[src/rtl/hazard_controller_if.sv]
// RF-stage instruction descriptor and hazard-control results exchanged between
// the pipeline datapath (master) and the hazard controller (slave).
interface hazard_controller_if #(
  parameter int REG_W = 5,
  parameter int CNT_W = 16
);
  logic [REG_W-1:0] rf_Rn;
  logic [REG_W-1:0] rf_Rm;
  logic             rf_useA;
  logic             rf_useB;
  logic [REG_W-1:0] rf_Rd;
  logic             rf_RegWrite;
  logic             rf_load;
  logic             rf_setFlag;
  logic             rf_condBr;
  logic             pc_wrEn;
  logic             ex_bubble;
  logic [1:0]       fwdA;
  logic [1:0]       fwdB;
  logic             flagFwd;
  logic [CNT_W-1:0] stall_count;

  modport master (
    output rf_Rn, rf_Rm, rf_useA, rf_useB, rf_Rd, rf_RegWrite, rf_load,
           rf_setFlag, rf_condBr,
    input  pc_wrEn, ex_bubble, fwdA, fwdB, flagFwd, stall_count
  );

  modport slave (
    input  rf_Rn, rf_Rm, rf_useA, rf_useB, rf_Rd, rf_RegWrite, rf_load,
           rf_setFlag, rf_condBr,
    output pc_wrEn, ex_bubble, fwdA, fwdB, flagFwd, stall_count
  );
endinterface

[src/rtl/hazard_controller.sv]
// Load-use stall, operand forwarding and flag forwarding for the RF-stage
// instruction of the 5-stage pipeline, from the EX/MEM/WB destination records.
module hazard_controller #(
  parameter int REG_W = 5,
  parameter int CNT_W = 16
) (
  input logic          clk,
  input logic          reset,
  hazard_controller_if.slave hz
);

  typedef struct packed {
    logic [REG_W-1:0] rd;
    logic             wr;
    logic             load;
    logic             set_flag;
  } stage_rec_t;

  localparam logic [REG_W-1:0] XZR = {REG_W{1'b1}};
  localparam logic [CNT_W-1:0] CNT_ONE = {{(CNT_W-1){1'b0}}, 1'b1};

  // index 0 = EX, 1 = MEM, 2 = WB
  stage_rec_t       stage_r [3];
  logic [CNT_W-1:0] stall_count_r;
  logic             stall_s;
  logic [1:0]       fwda_s;
  logic [1:0]       fwdb_s;
  logic             flag_fwd_s;
  stage_rec_t       rf_rec_s;

  function automatic logic reg_match(input stage_rec_t rec, input logic [REG_W-1:0] src);
    return rec.wr && (rec.rd == src) && (src != XZR);
  endfunction

  // EX wins over MEM; an EX-stage load has no data yet and is covered by the stall
  function automatic logic [1:0] fwd_sel(input stage_rec_t ex, input stage_rec_t mem,
                                         input logic use_src, input logic [REG_W-1:0] src);
    logic [1:0] sel;
    if (use_src && reg_match(ex, src) && !ex.load) begin
      sel = 2'b01;
    end else if (use_src && reg_match(mem, src)) begin
      sel = 2'b10;
    end else begin
      sel = 2'b00;
    end
    return sel;
  endfunction

  // Hazard decisions for the instruction currently in RF
  always_comb begin
    stall_s    = 1'b0;
    fwda_s     = 2'b00;
    fwdb_s     = 2'b00;
    flag_fwd_s = 1'b0;
    rf_rec_s   = '0;
    if (stage_r[0].load &&
        ((hz.rf_useA && reg_match(stage_r[0], hz.rf_Rn)) ||
         (hz.rf_useB && reg_match(stage_r[0], hz.rf_Rm)))) begin
      stall_s = 1'b1;
    end else begin
      stall_s = 1'b0;
    end
    fwda_s     = fwd_sel(stage_r[0], stage_r[1], hz.rf_useA, hz.rf_Rn);
    fwdb_s     = fwd_sel(stage_r[0], stage_r[1], hz.rf_useB, hz.rf_Rm);
    flag_fwd_s = hz.rf_condBr && stage_r[0].set_flag && !stall_s;
    if (stall_s) begin
      rf_rec_s = '0;
    end else begin
      rf_rec_s = '{rd: hz.rf_Rd, wr: hz.rf_RegWrite, load: hz.rf_load,
                   set_flag: hz.rf_setFlag};
    end
  end

  // Stage records advance every cycle; a stall injects an empty record into EX
  always_ff @(posedge clk or negedge reset) begin
    if (!reset) begin
      stage_r[0] <= '0;
      stage_r[1] <= '0;
      stage_r[2] <= '0;
    end else begin
      stage_r[2] <= stage_r[1];
      stage_r[1] <= stage_r[0];
      stage_r[0] <= rf_rec_s;
    end
  end

  // Saturating count of stall cycles
  always_ff @(posedge clk or negedge reset) begin
    if (!reset) begin
      stall_count_r <= '0;
    end else if (stall_s && (stall_count_r != {CNT_W{1'b1}})) begin
      stall_count_r <= stall_count_r + CNT_ONE;
    end else begin
      stall_count_r <= stall_count_r;
    end
  end

  assign hz.pc_wrEn     = ~stall_s;
  assign hz.ex_bubble   = stall_s;
  assign hz.fwdA        = fwda_s;
  assign hz.fwdB        = fwdb_s;
  assign hz.flagFwd     = flag_fwd_s;
  assign hz.stall_count = stall_count_r;

endmodule

[src/flat_wrapper.sv]
// flat-port wrapper written by rule: the top's interface ports become plain ports
module hazard_controller_flat 
#(
  parameter int REG_W = 5,
  parameter int CNT_W = 16
)
  (clk, reset, hz_rf_Rn, hz_rf_Rm, hz_rf_useA, hz_rf_useB, hz_rf_Rd, hz_rf_RegWrite, hz_rf_load, hz_rf_setFlag, hz_rf_condBr, hz_pc_wrEn, hz_ex_bubble, hz_fwdA, hz_fwdB, hz_flagFwd, hz_stall_count);
  hazard_controller_if #(.REG_W(REG_W), .CNT_W(CNT_W)) hz_i ();
  input logic clk;
  input logic reset;
  input wire logic [$bits(hz_i.rf_Rn)-1:0] hz_rf_Rn;
  input wire logic [$bits(hz_i.rf_Rm)-1:0] hz_rf_Rm;
  input wire logic [$bits(hz_i.rf_useA)-1:0] hz_rf_useA;
  input wire logic [$bits(hz_i.rf_useB)-1:0] hz_rf_useB;
  input wire logic [$bits(hz_i.rf_Rd)-1:0] hz_rf_Rd;
  input wire logic [$bits(hz_i.rf_RegWrite)-1:0] hz_rf_RegWrite;
  input wire logic [$bits(hz_i.rf_load)-1:0] hz_rf_load;
  input wire logic [$bits(hz_i.rf_setFlag)-1:0] hz_rf_setFlag;
  input wire logic [$bits(hz_i.rf_condBr)-1:0] hz_rf_condBr;
  output wire logic [$bits(hz_i.pc_wrEn)-1:0] hz_pc_wrEn;
  output wire logic [$bits(hz_i.ex_bubble)-1:0] hz_ex_bubble;
  output wire logic [$bits(hz_i.fwdA)-1:0] hz_fwdA;
  output wire logic [$bits(hz_i.fwdB)-1:0] hz_fwdB;
  output wire logic [$bits(hz_i.flagFwd)-1:0] hz_flagFwd;
  output wire logic [$bits(hz_i.stall_count)-1:0] hz_stall_count;
  assign hz_i.rf_Rn = hz_rf_Rn;
  assign hz_i.rf_Rm = hz_rf_Rm;
  assign hz_i.rf_useA = hz_rf_useA;
  assign hz_i.rf_useB = hz_rf_useB;
  assign hz_i.rf_Rd = hz_rf_Rd;
  assign hz_i.rf_RegWrite = hz_rf_RegWrite;
  assign hz_i.rf_load = hz_rf_load;
  assign hz_i.rf_setFlag = hz_rf_setFlag;
  assign hz_i.rf_condBr = hz_rf_condBr;
  assign hz_pc_wrEn = hz_i.pc_wrEn;
  assign hz_ex_bubble = hz_i.ex_bubble;
  assign hz_fwdA = hz_i.fwdA;
  assign hz_fwdB = hz_i.fwdB;
  assign hz_flagFwd = hz_i.flagFwd;
  assign hz_stall_count = hz_i.stall_count;
  hazard_controller #(.REG_W(REG_W), .CNT_W(CNT_W)) u_core (.clk(clk), .reset(reset), .hz(hz_i));
endmodule
[config.mk]
export PLATFORM = sky130hd
export DESIGN_NAME = hazard_controller_flat
export DESIGN_NICKNAME = d
export VERILOG_FILES = /design/src/rtl/hazard_controller_if.sv /design/src/rtl/hazard_controller.sv /design/src/flat_wrapper.sv
export SDC_FILE = /design/constraint.sdc
export NUM_CORES = 1
export LEC_CHECK = 0
export ABC_AREA = 1
export BUFFER_PORTS_ARGS = -buffer_cell sky130_fd_sc_hd__buf_4
export CAP_MARGIN = 20
export CORE_MARGIN = 2
export CORE_UTILIZATION = 49
export DETAILED_ROUTE_END_ITERATION = 8
export PLACE_DENSITY = 0.74
export SKIP_CTS_REPAIR_TIMING = 1
export SKIP_LAST_GASP = 1
export SYNTH_ARGS = -nofsm -noshare
export SYNTH_HDL_FRONTEND = slang
export SYNTH_SLANG_ARGS = --single-unit
[constraint.sdc]
create_clock -name clk -period 3 [get_ports clk]
set_clock_uncertainty 0.15 [all_clocks]
set_input_delay 0.15 -clock clk [delete_from_list [all_inputs] [get_ports clk]]
set_output_delay 0.15 -clock clk [all_outputs]
set_load 0.02 [all_outputs]
==> results_dict.tcl <==
set metrics [dict create \
    avgSynthCellArea_um2 6.99 \
    dp.cells 358 \
    yosysMostFrequentCell "nand2_1" \
    finalHoldViolCount 0 \
    gp_congestion 0.896 \
    ir_drop_v 0.000288 \
    p_per_area_nw_per_um2 383 \
    cpPeakStageDelay_ns 0.41 \
    drtAntennaViolNets 0 \
    hp-class "in2async" \
    cp-start-kind "flip-flop" \
    cp_max_fo 21 \
    antenna_found_initial 0 \
    routed_via_density 5.12 \
    slowest_stage "dfrtp_1" \
    max-clock-path-buffers 2 \
    syn_area_um2 1890 \
    crit_type "reg2out" \
    dpl.hpwl_um 3210 \
    die_h_um 66.2 \
    dieArea_um2 4380 \
    clockRootBuffer "clkbuf_8" \
    timing.final.crit_share 0.766 \
    grt_max_degree 31 \
    htree_levels 2 \
    critPathBufInv 2 \
    synthFlopType "dfrtp_1" \
    core_area_um2 3690 \
    die_w_um 66.2 \
    relSlewSlack 0.459 \
    arrival_ns 2.00 \
    cp-end-kind "output pin" \
    cp_common_cell "nand2_2" \
    area_growth_pct 28.7 \
    io_pins 46 \
    worstSkewPairLatency_ns 0.28 \
    power_leakage_nw 1.30 \
    fmax_mhz 435 \
    synth_top_area_share 0.396 \
    place.port_buffers 45 \
    synth_cell_types 27 \
    track_usage 0.236 \
    yosysWarningCount 0 \
    numCtsBuffers 5 \
    drtPass1Iterations 4 \
    ys_seq_elements 30 \
    drive_gt1_frac 0.229 \
    yosys.area.top_type "dfrtp_1" \
    clock_sinks 30 \
    worst_slew_pin_slew_ns 0.811 \
    syn_nets 295 \
    grt_pass1_vias 1821 \
    diodes 0 \
    layoutNonFillerInstCount 375 \
    slew_viol_final 0 \
    synth_cells 271 \
    maxCapViolations 0 \
    ys_top_cells_by_area "dfrtp_1 40%, nand2_1 17%, inv_1 6.7%, nand4_1 6.6%, nor2_1 5.9%" \
    synth_common_cells "87 x nand2_1, 34 x inv_1, 30 x dfrtp_1, 30 x nor2_1, 20 x nand4_1" \
    grt_first_pass_wirelength_um 8050 \
    synth-async-reset-ratio 1.00 \
    grt_overflow_total 0 \
    initial_utilization 0.514 \
    synth_edf_count 0 \
    crit_chain "xor2_1 > nor2_1 > nand3_1 > nand2_2 > nand2_2 > inv_4 > nor2_2 > buf_4" \
    cpLargestDelayFamily "simple AND/OR/NAND/NOR gates" \
    setup_violations 0 \
    rsz0062_at_grt "no" \
    clkTransAtPathRegs_ns 0.06 \
    drc_errors 0 \
    drtIter0Drc 94 \
    tritoncts "yes" \
    nNetsFinal 350 \
    routed_wl_um 4500 \
    wl_per_cell_um 12.0 \
    crit_required_ns 2.70 \
    ys_seq_area_frac 0.396 \
    num_vias 1921 \
    total_power_mw 0.933 \
    tns_ns 0 \
    status "complete, no violations" \
    rows 22 \
    period_needed_ns 2.30 \
]
[cells in the final DEF, fill, tap and decap left out, drive strengths merged]
cell,instances
a211oi,1
dfrtp,30
o22ai,3
o21ai,9
nor3b,1
nand2,89
nand4,20
xor2,6
a22o,1
nand3,17
inv,40
nor3,1
xnor2,4
buf,45
clkbuf,7
or2,1
nor2,41
clkinv,1
ha,1
dlygate4sd3,9
[layer usage]
metal	global-route usage	part of all wire	vias to the layer above
met4	0.0842	0.019	0
met1	0.325	0.46	880
met3	0.0460	0.068	8
met2	0.371	0.46	72
met5	0	0	-
li1	-	-	961
[sequential cells by signal, summed over array words and instances (netlist names)]
signal and count:
u_core.hz.stall_count 16, u_core.stage_r 14
[through the flow]
step	util	hold WS, ns	setup WS, ns	instance area, um2
finish	0.661	0.192	0.701	2440
global route	0.661	0.229	0.559	2440
CTS	0.636	-0.352	0.706	2350
detailed placement	0.612	-0.0465	1.02	2260
global placement	0.612	-0.0516	1.02	2260
floorplan	-	-0.296	1.26	1890
[path summary, 6_finish.rpt]
| path | cells after the start | start | slack (ns) | to |
|---|---|---|---|---|
| setup / recovery | 8 | u_core.stage_r[21] | 0.70 | hz_flagFwd |
| hold / removal | 2 | reset | 0.19 | u_core.stage_r[20] |
| setup reg to reg | 7 | u_core.stage_r[21] | 1.01 | u_core.hz.stall_count[3] |
| hold reg to reg | 0 | u_core.stage_r[20] | 0.23 | u_core.stage_r[12] |
| max in group asynchronous | 2 | reset | 2.23 | u_core.hz.stall_count[13] |
| min in group clk | 0 | u_core.stage_r[20] | 0.23 | u_core.stage_r[12] |
[worst reg2reg max path, delay by kind of cell (launching register included)]
| kind | cells | cell delay (ns) |
|---|---|---|
| and+or+nand+nor | 6 | 1.15 |
| xor gates and xnor gates | 1 | 0.17 |
| DFF | 1 | 0.41 |
[cells by family (layout without fill, tap and decap cells)]
kind of cell,Yosys count,in the layout,share of synthesized area
simple gates,170,170,0.409
flops,30,30,0.396
buf+inv,46,102,0.0997
compound gates,14,14,0.0423
xor+xnor,10,10,0.0462
fa+ha+maj,1,1,0.00660
[where the power goes]
group / switching, mW / internal, mW / leakage [nW]
combinational: 0.0802 / 0.0701 / 0.867
clock: 0.145 / 0.185 / 0.0482
sequential: 0.0272 / 0.425 / 0.385
[layout make-up]
type                            instances  area [um2]
Clock buffer                            7        86.3
Clock inverter                          1        5.00
Fill cell                             347        1250
Inverter                               40         153
Multi-Input combinational cell        195         955
Sequential cell                        30         751
Tap cell                               48        60.1
Timing Repair Buffer                   54         428
Note: power is estimated with default switching activity, not from simulation.
